File: src/rtl/mc_fsm_controller.sv
// mc_fsm_controller: multicycle processor control FSM with optional memory handshake,
// illegal-opcode trap and retired-instruction counter.
module mc_fsm_controller #(
    parameter int MEM_HANDSHAKE = 0,
    parameter int TRAP_EN = 1,
    parameter int CNT_W = 16
) (
    input  logic             clk,
    input  logic             reset,
    input  logic [5:0]       Op,
    input  logic             MemReady,
    output logic [3:0]       S,
    output logic             PCWrite,
    output logic             PCWriteCond,
    output logic             BranchNe,
    output logic             IorD,
    output logic             MemRead,
    output logic             MemWrite,
    output logic             IRWrite,
    output logic             MemToReg,
    output logic             RegDst,
    output logic             RegWrite,
    output logic             ALUSrcA,
    output logic             ZeroExt,
    output logic [1:0]       ALUSrcB,
    output logic [1:0]       PCSource,
    output logic [2:0]       ALUOp,
    output logic             Trap,
    output logic [CNT_W-1:0] InstrCount
);
    typedef enum logic [3:0] {
        FETCH = 4'd0, DECODE = 4'd1, MEMADR = 4'd2, MEMRD = 4'd3, MEMWB = 4'd4,
        MEMWR = 4'd5, EXEC_R = 4'd6, RWB = 4'd7, BEQ = 4'd8, JUMP = 4'd9,
        IEXEC = 4'd10, IWB = 4'd11, BNE = 4'd12, TRAP = 4'd15
    } state_t;

    state_t state, nextState;
    logic [2:0] immAlu;
    logic hold, retire;

    assign S = state;
    assign hold = (MEM_HANDSHAKE != 0) && !MemReady;

    // Immediate ALU op is captured in DECODE so Op may change during IEXEC/IWB
    always_ff @(posedge clk or posedge reset) begin
        if (reset) begin
            state <= FETCH;
            InstrCount <= '0;
            immAlu <= '0;
        end else begin
            state <= nextState;
            if (retire) InstrCount <= InstrCount + CNT_W'(1);
            if (state == DECODE) immAlu <= (Op == 6'd12) ? 3'b011 : (Op == 6'd13) ? 3'b100 : 3'b000;
        end
    end

    always_comb begin
        nextState = FETCH;
        retire = 1'b0;
        PCWrite = 1'b0;
        PCWriteCond = 1'b0;
        BranchNe = 1'b0;
        IorD = 1'b0;
        MemRead = 1'b0;
        MemWrite = 1'b0;
        IRWrite = 1'b0;
        MemToReg = 1'b0;
        RegDst = 1'b0;
        RegWrite = 1'b0;
        ALUSrcA = 1'b0;
        ZeroExt = 1'b0;
        ALUSrcB = 2'b00;
        PCSource = 2'b00;
        ALUOp = 3'b000;
        Trap = 1'b0;
        case (state)
            FETCH: begin
                MemRead = 1'b1;
                ALUSrcB = 2'b01;
                PCWrite = !hold;
                IRWrite = !hold;
                nextState = hold ? FETCH : DECODE;
            end
            DECODE: begin
                ALUSrcB = 2'b11;
                case (Op)
                    6'd0:           nextState = EXEC_R;
                    6'd35, 6'd43:   nextState = MEMADR;
                    6'd4:           nextState = BEQ;
                    6'd5:           nextState = BNE;
                    6'd2:           nextState = JUMP;
                    6'd8, 6'd12, 6'd13: nextState = IEXEC;
                    default:        nextState = (TRAP_EN != 0) ? TRAP : FETCH;
                endcase
            end
            MEMADR: begin
                ALUSrcA = 1'b1;
                ALUSrcB = 2'b10;
                nextState = (Op == 6'd43) ? MEMWR : MEMRD;
            end
            MEMRD: begin
                MemRead = 1'b1;
                IorD = 1'b1;
                nextState = hold ? MEMRD : MEMWB;
            end
            MEMWB: begin
                RegWrite = 1'b1;
                MemToReg = 1'b1;
                retire = 1'b1;
            end
            MEMWR: begin
                MemWrite = 1'b1;
                IorD = 1'b1;
                nextState = hold ? MEMWR : FETCH;
                retire = !hold;
            end
            EXEC_R: begin
                ALUSrcA = 1'b1;
                ALUOp = 3'b010;
                nextState = RWB;
            end
            RWB: begin
                RegDst = 1'b1;
                RegWrite = 1'b1;
                retire = 1'b1;
            end
            BEQ, BNE: begin
                ALUSrcA = 1'b1;
                ALUOp = 3'b001;
                PCWriteCond = 1'b1;
                PCSource = 2'b01;
                BranchNe = (state == BNE);
                retire = 1'b1;
            end
            JUMP: begin
                PCWrite = 1'b1;
                PCSource = 2'b10;
                retire = 1'b1;
            end
            IEXEC: begin
                ALUSrcA = 1'b1;
                ALUSrcB = 2'b10;
                ALUOp = immAlu;
                ZeroExt = |immAlu;
                nextState = IWB;
            end
            IWB: begin
                RegWrite = 1'b1;
                ALUOp = immAlu;
                ZeroExt = |immAlu;
                retire = 1'b1;
            end
            TRAP: begin
                Trap = 1'b1;
                nextState = TRAP;
            end
            default: nextState = FETCH;
        endcase
    end
endmodule

File: config.mk
export PLATFORM = sky130hd
export DESIGN_NAME = mc_fsm_controller
export DESIGN_NICKNAME = d
export VERILOG_FILES = /design/src/rtl/mc_fsm_controller.sv
export SDC_FILE = /design/constraint.sdc
export NUM_CORES = 1
export LEC_CHECK = 0
export CORE_MARGIN = 2
export CORE_UTILIZATION = 35
export DETAILED_ROUTE_END_ITERATION = 12
export SETUP_SLACK_MARGIN = 0.2
export SLEW_MARGIN = 20
export SYNTH_ARGS = -nofsm -noshare
export SYNTH_HDL_FRONTEND = slang
export SYNTH_SLANG_ARGS = --single-unit
File: constraint.sdc
create_clock -name clk -period 1.8 [get_ports clk]
set_clock_uncertainty 0.05 [all_clocks]
set_input_delay 0.36 -clock clk [delete_from_list [all_inputs] [get_ports clk]]
set_output_delay 0.36 -clock clk [all_outputs]
set_load 0.1 [all_outputs]
==> results.md <==
* Vias in the first global route at 1,479
* Nets at 247
* WP buf/inv at 2
* Seq pwr share at 53.1%
* Mapped Nets at 165
* Post-synthesis cell area at 1391 µm²
* Clock sink count at 22
* Hold Fails Final Rpt at 0
* Die X at 67.05 µm
* Total Routing Usage GR at 21.61%
* Vias at 1,511
* Data required time of the worst path at 1.39 ns
* Failing checks: setup timing
* Wirelength per Cell at about 19 µm
* Comb pwr share at 7.0%
* Tmin final at 1.964 ns
* P&R area growth vs syn at 123.2%
* # port buffers at 47
* Min-delay worst type: in2async
* First-pass GRT wire length at between 7000 and 8000 µm
* Ys async rst share at 100.0%
* Startpoint Class: flop
* # IOs at 49
* Rows at 22
* Synth area leader: dfrtp_1
* Register bit count reported by yosys at 22
* Setup crit end kind: primary output
* Layout cells sized above 1 at 68.22%
* Synth warnings at 0
* Clock Power Share at 39.9%
* Sw Pwr at 210.8 µW
* Ys flop type: dfrtp_1
* Post-route ant nets at 0
* Critical Path AT at 1.55 ns
* Max Slew Vio Count at 0
* DRC at 0
* Footprint of the multi-input gates at 1127 µm²
* Met3 GRT Util at 4.730%
* Overflow after GRT at 0
* Internal at 718.9 µW
* Initial Util at 37.17%
* Critical-path top delay cell: dfrtp_4
* Worst skew pair latency at between 0.2 and 0.3 ns
* Storage element area at 584.3 µm²
* Final Total Pwr at 929.7 µW
* Worst path max stage delay at around 0.52 ns
* Longest Clk Path Bufs at 2
* Fill count at 187
* Vias per Instance at 5.320
* # diodes at 0
* Initial antenna violation count at 0
* First DRT Iteration DRCs at 64
* Final setup violation count at 21
* Finished Core Util at between 80% and 90%
* Pre-antenna DRT Iters at 4
* CP cell instances: buf_4 -> xor2_1 -> and3_4 -> buf_12
* Sequential area share after synthesis at 39.57%
* Top Usage Layer GRT: met2
* Grt met2 use at 36.26%
* Critical path class: reg2out
* Avg Inst Size Synth at 8.976 µm²
* Synth Instances at about 160
* Top cells by area, synth: dfrtp_1, xnor2_1, nor2_1
* CTS buffer count at 3
* Routability cong. at 0.9237
* Crit-path leading delay family: flip-flops
* Max-slew headroom at 76.11%
* CTS root buf: clkbuf_8
* Worst-path maximum fanout at 5
* Status: finished with violations
* PD cells at 299.4 nW/µm²
* Leak Pwr at 0.001300 µW
* Met1 track demand over resource at 28.09%
* H-tree levels at 1
* Unrepaired setup endpoints after global routing: true
* Distinct cells, synth at 39
* Tightest Pin Transition at between 0.3 and 0.4 ns
* Largest net degree at the start of global routing at 23
* Peak Freq at 0.5091 GHz
* Synth top cells by count: dfrtp_1, nor2_1, nand2_1, xnor2_1, nand4_1
* Die height at 67.05 µm
* Core Area at 3744 µm²
* Detailed Place HPWL at 3173 µm
* Most common cell in the netlist: dfrtp_1
* Final wirelength at between 5000 and 6000 µm
* CTS tree: built
* EDFF count, synth at 0
* Max IR drop VDD at between 0.5 and 0.6 mV
* Sw Ratio at 22.68%
* Die area at ~4500 µm²
* Slack of the critical path at -0.1642 ns
* Synth top area share at 39.57%
* Max-cap viol count at 0
* Clock slew at reported path FFs at ~0.090 ns
* Final period util at 109.1%
-- per-stage QoR --
stage / std cells / cell area [µm²] / hold slack [ns] / setup TNS (ns) / worst slack [ns]
global route: 284 / 3105 / 0.3993 / -2.931 / -0.2188
finish: 284 / 3105 / 0.3678 / -1.890 / -0.1642
CTS: 273 / 2859 / 0.3818 / -1.536 / -0.1514
global placement: 257 / 2594 / 0.4496 / -0.2573 / -0.1987
floorplan: 155 / 1633 / 0.2987 / -8.515 / -0.5967
detailed placement: 257 / 2594 / 0.4611 / -0.2900 / -0.2048
-- final timing paths --
path	from	to	slack (ns)	cells past startpoint
hold reg to reg	InstrCount[6]	InstrCount[6]	0.47	1
hold / removal	reset	S[0]	0.37	3
max in group asynchronous	reset	S[2]	1.07	3
min in group clk	InstrCount[6]	InstrCount[6]	0.47	1
setup / recovery	S[1]	IorD	-0.16	4
setup reg to reg	S[2]	InstrCount[1]	0	7
-- layout make-up --
class                           instances  share of cell area [%]
Timing Repair Buffer                   86                   40.09
Multi-Input combinational cell        118                   36.30
Sequential cell                        22                   18.82
Tap cell                               48                   1.934
Clock buffer                            4                   1.773
Inverter                                6                   1.088
-- per-layer routing --
layer	up-vias	wire length [µm]
li1	705	-
met4	0	114
met1	751	2107
met3	10	224
met2	45	2867
met5	-	0
-- worst register-to-register path: cells and delay by family (launching register included) --
kind | cells | cell delay [ns]
buffers and inverters | 4 | 0.51
flip-flops | 1 | 0.53
multiplexers | 1 | 0.29
AND/OR/NAND/NOR | 2 | 0.32
-- logic make-up (layout without fill, tap and decap cells) --
logic type      count (synthesis)  after routing  synth area share (%)
mux                             4              4                 3.057
compound gates                 22             22                 10.88
simple gates                   74             75                 28.87
buf+inv                        16             96                 6.654
fa+ha+maj                       1              1                0.8991
xor+xnor                       16             16                 10.07
flops                          22             22                 39.57
-- flip-flops by register name, indices dropped and copies added (netlist names) --
signal and flops:
immAlu 2, S 4, InstrCount 16
-- power groups by stage --
stage / combinational (µW) / sequential, µW / clock, µW
6_report: 65.5 / 493 / 371
3_3_place_gp: 59.4 / 504 / 0
4_1_cts: 63.8 / 493 / 368
5_1_grt: 71.7 / 493 / 399
2_1_floorplan: 24.7 / 504 / 0
3_5_place_dp: 63.3 / 504 / 0
-- cell usage in the layout, fill, tap and decap left out, types with 3 or more instances in the layout --
cell / instances
buf_6: 10
xnor2_1: 9
nand2_2: 5
clkbuf_8: 4
xnor2_2: 5
a21oi_4: 3
nand2_1: 7
nor2_2: 5
dlygate4sd2_1: 3
dfrtp_1: 7
dfrtp_4: 6
o211ai_1: 3
or2_4: 3
nand4_1: 9
buf_12: 43
clkinvlp_4: 3
and3_4: 4
and3_1: 4
nor2_4: 10
nand3_1: 3
clkdlybuf4s50_1: 3
nor2_1: 4
nand2_4: 3
dfrtp_2: 9
nand3_4: 5
buf_4: 25
-- what timing repair did --
item	CTS	global route
cloned	1	0
gates resized for setup	31	29
endpoints found under the setup margin	38	38
pin swaps	12	19
setup buffers	11	11
hold buffers	0	0
hold endpoints to repair	0	0
Power figures use the tool's default switching activity.
